$ cat config.mk
export PLATFORM = sky130hd
export DESIGN_NAME = dmem_arbiter
export DESIGN_NICKNAME = d
export VERILOG_FILES = /design/src/rtl/dmem_arbiter.sv
export SDC_FILE = /design/constraint.sdc
export NUM_CORES = 1
export LEC_CHECK = 0
export ABC_AREA = 0
export BUFFER_PORTS_ARGS = -buffer_cell sky130_fd_sc_hd__buf_2
export CAP_MARGIN = 10
export CORE_ASPECT_RATIO = 0.7
export CORE_MARGIN = 4
export CORE_UTILIZATION = 40
export CTS_CLUSTER_DIAMETER = 150
export DETAILED_ROUTE_END_ITERATION = 12
export GPL_ROUTABILITY_DRIVEN = 0
export PLACE_DENSITY = 0.68
export SYNTH_ARGS = -nofsm -noshare
export SYNTH_HDL_FRONTEND = slang
export SYNTH_SLANG_ARGS = --single-unit
$ cat constraint.sdc
create_clock -name Clk -period 3.3 [get_ports Clk]
set_input_delay 0.66 -clock Clk [delete_from_list [all_inputs] [get_ports Clk]]
set_output_delay 0.66 -clock Clk [all_outputs]
set_load 0.005 [all_outputs]
$ cat src/rtl/dmem_arbiter.sv
// dmem_arbiter: two-port round-robin arbiter in front of a single-port data
// memory. Port 0 is the pipeline MEM stage and port 1 is the interrupt unit.
// Each granted transaction is one or two word beats, followed by a one-cycle
// Done pulse that carries the assembled read data on RData.
module dmem_arbiter #(
    parameter int AW = 11,
    parameter int DW = 16
) (
    input  logic            Clk,
    input  logic            Rst,
    input  logic            Req0,
    input  logic            Req1,
    input  logic            We0,
    input  logic            We1,
    input  logic            Dbl0,
    input  logic            Dbl1,
    input  logic [AW-1:0]   Addr0,
    input  logic [AW-1:0]   Addr1,
    input  logic [2*DW-1:0] WData0,
    input  logic [2*DW-1:0] WData1,
    output logic            Done0,
    output logic            Done1,
    output logic [2*DW-1:0] RData,
    output logic            Busy,
    output logic            Gnt,
    output logic            MemWrite,
    output logic            MemRead,
    output logic [AW-1:0]   MemAddr,
    output logic [DW-1:0]   MemDataIn,
    input  logic [DW-1:0]   MemDataOut
);

    typedef enum logic [1:0] {IDLE, BEAT0, BEAT1, RESP} state_t;

    state_t            state, state_nxt;
    logic              we_q, dbl_q;
    logic [AW-1:0]     addr_q;
    logic [2*DW-1:0]   wdata_q;
    logic              gnt_q;
    logic              last_q;   // port granted most recently; breaks ties
    logic              win;

    // A lone requester wins; on a tie the port not served last time wins.
    assign win  = (Req0 && Req1) ? ~last_q : Req1;
    assign Gnt  = gnt_q;
    assign Busy = (state != IDLE);

    // State register; reset drops the strobes at once, aborting a pending write.
    always_ff @(posedge Clk or negedge Rst) begin
        if (!Rst) state <= IDLE;
        else      state <= state_nxt;
    end

    // Next state and memory-side / completion outputs, decoded from state.
    always_comb begin
        state_nxt = state;
        MemWrite  = 1'b0;
        MemRead   = 1'b0;
        MemAddr   = '0;
        MemDataIn = '0;
        Done0     = 1'b0;
        Done1     = 1'b0;
        case (state)
            IDLE: begin
                if (Req0 || Req1) state_nxt = BEAT0;
            end
            BEAT0: begin
                MemAddr   = addr_q;
                MemWrite  = we_q;
                MemRead   = ~we_q;
                MemDataIn = dbl_q ? wdata_q[2*DW-1:DW] : wdata_q[DW-1:0];
                state_nxt = dbl_q ? BEAT1 : RESP;
            end
            BEAT1: begin
                // Second word wraps naturally at the top of the address space.
                MemAddr   = addr_q + AW'(1);
                MemWrite  = we_q;
                MemRead   = ~we_q;
                MemDataIn = wdata_q[DW-1:0];
                state_nxt = RESP;
            end
            RESP: begin
                Done0     = ~gnt_q;
                Done1     = gnt_q;
                state_nxt = IDLE;
            end
            default: state_nxt = IDLE;
        endcase
    end

    // Latch the winner's request at grant so later input changes are ignored.
    always_ff @(posedge Clk or negedge Rst) begin
        if (!Rst) begin
            we_q    <= 1'b0;
            dbl_q   <= 1'b0;
            addr_q  <= '0;
            wdata_q <= '0;
            gnt_q   <= 1'b0;
            last_q  <= 1'b1;
        end else if (state == IDLE && (Req0 || Req1)) begin
            we_q    <= win ? We1    : We0;
            dbl_q   <= win ? Dbl1   : Dbl0;
            addr_q  <= win ? Addr1  : Addr0;
            wdata_q <= win ? WData1 : WData0;
            gnt_q   <= win;
            last_q  <= win;
        end
    end

    // Read data capture at the edge closing each read beat; writes leave it alone.
    always_ff @(posedge Clk or negedge Rst) begin
        if (!Rst) begin
            RData <= '0;
        end else if (!we_q) begin
            if (state == BEAT0) begin
                if (dbl_q) RData[2*DW-1:DW] <= MemDataOut;
                else       RData <= {{DW{1'b0}}, MemDataOut};
            end else if (state == BEAT1) begin
                RData[DW-1:0] <= MemDataOut;
            end
        end
    end

endmodule
==> results of run 1 <==
-- cell type report --
| cell class | instances | area (um^2) | area share |
|---|---|---|---|
| Multi-Input combinational cell | 294 | 2040 | 0.369 |
| Sequential cell | 81 | 2030 | 0.367 |
| Timing Repair Buffer | 181 | 926 | 0.168 |
| Clock buffer | 9 | 225 | 0.0408 |
| Tap cell | 132 | 165 | 0.0299 |
| Clock inverter | 7 | 126 | 0.0229 |
| Inverter | 5 | 18.8 | 0.00340 |
-- metrics by stage --
step	total power (uW)	hold slack (ps)	setup slack, ps
after detailed placement	4190	465	625
final	5320	474	228
after global routing	5750	502	38.5
after global placement	4120	458	825
after CTS	5370	478	258
after floorplan	3350	364	1050
-- cells in the final DEF (no fill, tap or decap), types with 2 or more instances in the layout --
master and n:
a21boi_0 17, a21oi_1 3, a22o_1 17, a31oi_1 3
a41oi_1 2, and2_1 4, buf_2 173, buf_4 8
bufinv_16 3, clkbuf_16 9, dfrtp_1 80, ha_1 5
inv_1 5, mux2_2 6, mux2_4 10, mux2i_1 46
nand2_1 69, nand2b_1 2, nand3_1 6, nand3b_1 3
nand4_1 2, nor2b_1 6, nor3b_1 2, nor4_1 2
o211ai_1 2, o21ai_0 67, or4_1 3
-- path summary, 6_finish.rpt --
| path | startpoint | end |
|---|---|---|
| worst max-delay path | state[1]$_DFFE_PN0P_ | MemDataIn[2] |
| worst min-delay path | wdata_q[13]$_DFFE_PN0P_ | wdata_q[13]$_DFFE_PN0P_ |
| worst max register to register | state[0]$_DFFE_PN0P_ | RData[2]$_DFFE_PN0P_ |
| worst min register to register | wdata_q[13]$_DFFE_PN0P_ | wdata_q[13]$_DFFE_PN0P_ |
| max in group asynchronous | Rst | addr_q[6]$_DFFE_PN0P_ |
| min in group asynchronous | Rst | RData[1]$_DFFE_PN0P_ |
-- critical path, cell delays in order (launching register included) --
cell and delay (ps):
dfrtp_1 410, inv_1 110, ha_1 380, and2_1 650, nand2_1 130, a21boi_0 240
buf_2 150
-- logic make-up (layout without fill, tap and decap cells) --
kind of cell,after synthesis,in the layout
AOI/OAI and AO/OA,121,121
and+or+nand+nor,106,106
DFF,81,81
muxes,62,62
buffers and inverters,38,202
adders and majority gates,5,5
-- where the power goes --
part	leakage [uW]	internal [uW]	switching (uW)
Sequential	0.00100	1500	375
Clock	0.000168	748	414
Combinational	0.00160	1100	1180
-- metal layers --
| layer | vias up | global-route usage | routed length, um |
|---|---|---|---|
| met1 | 1728 | 0.244 | 5190 |
| met5 | - | 0 | 0 |
| met4 | 0 | 0.0376 | 85 |
| li1 | 1786 | - | - |
| met2 | 127 | 0.291 | 5240 |
| met3 | 9 | 0.0498 | 691 |
-- flip-flops by register name (all words and copies together) (netlist names) --
register	flops
last_q	1
state	2
Gnt	1
RData	32
wdata_q	32
dbl_q	1
addr_q	11
we_q	1
==> reports/metrics.cfg, run 1 <==
[clocking]
post_cts_buffers=0
cts.repair.resized=0
clk_latency_ps=330
clk_path_buf_depth=2
cts_max_level=3
clkTransAtPathRegs_ps=60
cts_tree=yes
cts_hold_buf=0
cts_sinks=81
cts_root_buffer=clkbuf_16
numCtsBuffers=9

[sta]
finalMaxSlewViolations=0
fin_crit_sh=0.931
tns_ps=0
max_freq_ghz=0.326
hold_viol_final=0
rsz0062_at_grt=no
slew_headroom=0.327
period_needed_ps=3070
worst_slew_pin_slew_ps=1010
setup_viol=0
skew_ps=4.91

[grt]
grt_first_pass_wirelength_mm=17.9
grtUsageTotal=0.180
grt_pass1_vias=3552
grt_max_degree=92
grt_overflow=0
antenna_found_initial=0

[floorplan]
initial_core_util=0.410
chipWidth_um=131
io_pins=175
die_h_um=94.2
fp.coreArea_um2=10400
rows=31
die_area_um2=12400

[critical_path]
cp-start-kind=flop
crit_fanout=17
cp_data_required_time_ps=2640
end_kind=primary output
worstSetupPathType=reg2out
arrival_ps=2410
reg2reg_depth=7
r2r_slack_ps=980

[detailed_routing]
vias=3650
drtIter0Drc=127
detail_route.first_pass.iterations=4
ant_nets=0
routed_wl_mm=11.2
wl_per_cell_um=15.8
viasPerCell=5.15
drc=0

[hold_path]
hold_depth=2
hp-class=reg2reg

[synth]
syn-cell-area_um2=4250
yosysTopAreaCell=dfrtp_1
synth.area.top_cells=dfrtp_1 47%, mux2i_1 11%, o21ai_0 7.9%, nand2_1 6.1%, mux2_4 3.5%
yosys_most_used_dff=dfrtp_1
synth_xor_area_frac=0
syn_inst=413
synthArstFlopShare=1.00
synth_edf_count=0
synth_compound_area_frac=0.179
synth_top_family_by_area=compound AO/OA/AOI/OAI gates
synthMuxAreaShare=0.160
ys_warn_count=0
seq_area_frac_synth=0.478
synth_cell_types=44
ys_ff_latch=81
syn_avg_cell_area_um2=10.3
synthSimpleGateAreaFrac=0.121
synth-adder-area-share=0.0147
yosysTopAreaCellShare=0.472
synthTopCellsByCount=80 x dfrtp_1, 69 x nand2_1, 67 x o21ai_0, 46 x mux2i_1, 20 x clkbuf_1
synth_fp_nets=528
yosysMostFrequentCell=dfrtp_1

[cells_and_area]
drive_gt1_frac=0.380
fillerInstances=946
final_util=0.534
area_growth_pct=30.2
insertedDiodeCount=0
final_area_um2=5530
layout.nets=687
instances_no_fill=709

[placed_design]
place_area_um2=5170
port_buffers=174
place_inst=693
dp_hpwl_mm=8.23

[pwr]
worst_ir_drop_vdd_mv=0.361
power.leakage_uw=0.00277
cellPowerDensity_nw_per_um2=962

[run]
max_cap_violations=0

[status]
outcome=finished clean

Note: power is estimated with default switching activity, not from simulation.
==> run 2, diff against run 1 <==
Settings changed: RECOVER_POWER set to 50.
==> reports/metrics.cfg, run 2 (synthesis results as in run 1) <==
[status]
outcome=complete, but fails checks  ; was finished clean
violations=capacitance limit, slew limit

[critical_path]
end_kind=primary output  ; unchanged
r2r-end=RData[2]$_DFFE_PN0P_  ; unchanged
reg2reg_depth=6  ; was 7
reg2reg_from=state[1]$_DFFE_PN0P_  ; was state[0]$_DFFE_PN0P_
cp_data_required_time_ps=2640  ; about the same
r2r_slack_ps=990  ; was 980 ps
worstSetupPathType=reg2out  ; unchanged
arrival_ps=2400  ; was 2410 ps
cp-start-kind=flop  ; unchanged
crit_fanout=17  ; unchanged

[sta]
tns_ps=0  ; unchanged
slew_headroom=-0.320  ; was 0.327
max_freq_ghz=0.327  ; was 0.326 GHz
finalMaxSlewViolations=82  ; was 0
fin_crit_sh=0.928  ; was 0.931
setup_viol=0  ; unchanged
skew_ps=4.94  ; was 4.91 ps
hold_viol_final=0  ; unchanged
period_needed_ps=3060  ; was 3070 ps
worst_slack_ps=238  ; was 228 ps
worst_slew_pin_slew_ps=1980  ; was 1010 ps
rsz0062_at_grt=no  ; unchanged

[cells_and_area]
reg.largest.list=RData (32), wdata_q (32), addr_q (11)  ; unchanged
area_growth_pct=29.5  ; was 30.2%
insertedDiodeCount=0  ; unchanged
layout_commonest_cell=buf_2  ; unchanged
drive_gt1_frac=0.341  ; was 0.380
fillerInstances=961  ; was 946
layout.nets=687  ; unchanged
layout_common_cells=151 x buf_2, 80 x dfrtp_1, 69 x nand2_1  ; was 173 x buf_2, 80 x dfrtp_1, 69 x nand2_1

[run]
max_cap_violations=1  ; was 0

[grt]
grt_first_pass_wirelength_mm=17.9  ; unchanged
grt_pass1_vias=3552  ; unchanged
grtUsageTotal=0.180  ; unchanged
grt_overflow=0  ; unchanged
antenna_found_initial=0  ; unchanged
grt_max_degree=92  ; unchanged

[clocking]
clk_latency_ps=330  ; about the same
cts_root_buffer=clkbuf_16  ; unchanged
clkTransAtPathRegs_ps=60  ; about the same
cts_max_level=3  ; unchanged
cts_sinks=81  ; unchanged
cts_tree=yes  ; unchanged
numCtsBuffers=9  ; unchanged
clk_path_buf_depth=2  ; unchanged
cts.repair.resized=0  ; unchanged
post_cts_buffers=0  ; unchanged
cts_hold_buf=0  ; unchanged

[pwr]
cellPowerDensity_nw_per_um2=962  ; about the same
worst_ir_drop_vdd_mv=0.361  ; about the same
power.leakage_uw=0.00269  ; was 0.00277 uW

[detailed_routing]
detail_route.first_pass.iterations=4  ; unchanged
wl_per_cell_um=15.8  ; about the same
ant_nets=0  ; unchanged
routed_wl_mm=11.2  ; about the same
viasPerCell=5.15  ; about the same
drtIter0Drc=121  ; was 127
vias=3651  ; was 3650
drc=0  ; unchanged

[placed_design]
dp_slack_ps=625  ; unchanged
dp_hpwl_mm=8.23  ; unchanged
port_buffers=174  ; unchanged

[floorplan]
die_h_um=94.2  ; unchanged
rows=31  ; unchanged
fp.coreArea_um2=10400  ; unchanged
chipWidth_um=131  ; unchanged
io_pins=175  ; unchanged
initial_core_util=0.410  ; unchanged
die_area_um2=12400  ; unchanged

[hold_path]
hp-class=reg2reg  ; unchanged
whs_endpoint=wdata_q[13]$_DFFE_PN0P_  ; unchanged
hp-start=wdata_q[13]$_DFFE_PN0P_  ; unchanged
hold_depth=2  ; unchanged

## run 2: layout make-up
type / instances / area (um^2) / share of cell area
clock inverter: 7 / 126 / 0.0230
clock buffer: 9 / 225 / 0.0410
sequential: 81 / 2030 / 0.369
multi-input combinational: 294 / 2040 / 0.371
inverter: 5 / 18.8 / 0.00341
timing repair buffer: 181 / 896 / 0.163
tap: 132 / 165 / 0.0300
## run 2: how the worst max path moves through the flow
| stage | start | end | slack (ps) |
|---|---|---|---|
| 2_1_floorplan | state[0]$_DFFE_PN0P_ | MemAddr[9] | 1050 |
| 3_3_place_gp | state[1]$_DFFE_PN0P_ | MemDataIn[2] | 830 |
| 3_5_place_dp | state[1]$_DFFE_PN0P_ | MemDataIn[2] | 620 |
| 4_1_cts | state[1]$_DFFE_PN0P_ | MemDataIn[2] | 260 |
| 5_1_grt | state[1]$_DFFE_PN0P_ | MemDataIn[2] | 40 |
| 6_report | state[1]$_DFFE_PN0P_ | MemDataIn[2] | 240 |
## run 2: stage by stage
stage | power [uW] | hold slack [ps] | instance area [um^2] | utilization | cells
2_1_floorplan | 3350 | 364 | 4250 | - | 413
3_3_place_gp | 4120 | 458 | 5170 | 0.500 | 693
3_5_place_dp | 4190 | 465 | 5170 | 0.500 | 693
4_1_cts | 5370 | 478 | 5530 | 0.534 | 709
5_1_grt | 5720 | 502 | 5500 | 0.531 | 709
6_report | 5290 | 474 | 5500 | 0.531 | 709
## run 2: power breakdown
part,internal [uW],total [uW],switching (uW),leakage [uW]
combinational,1070,2250,1180,0.00152
clock,748,1160,415,0.000168
sequential,1500,1880,381,0.00100
## run 2: metal layers
metal  global-route usage  wire (um)  vias to the layer above
met2                0.291       5230                      131
met4               0.0376         97                        0
li1                     -          -                     1787
met5                    0          0                        -
met1                0.244       5220                     1722
met3               0.0498        672                       11
## run 2: worst max-delay path: stages (launching register included)
cell	delay (ps)
dfrtp_1	410
inv_1	110
ha_1	380
and2_1	650
nand2_1	130
a21boi_0	240
buf_2	150
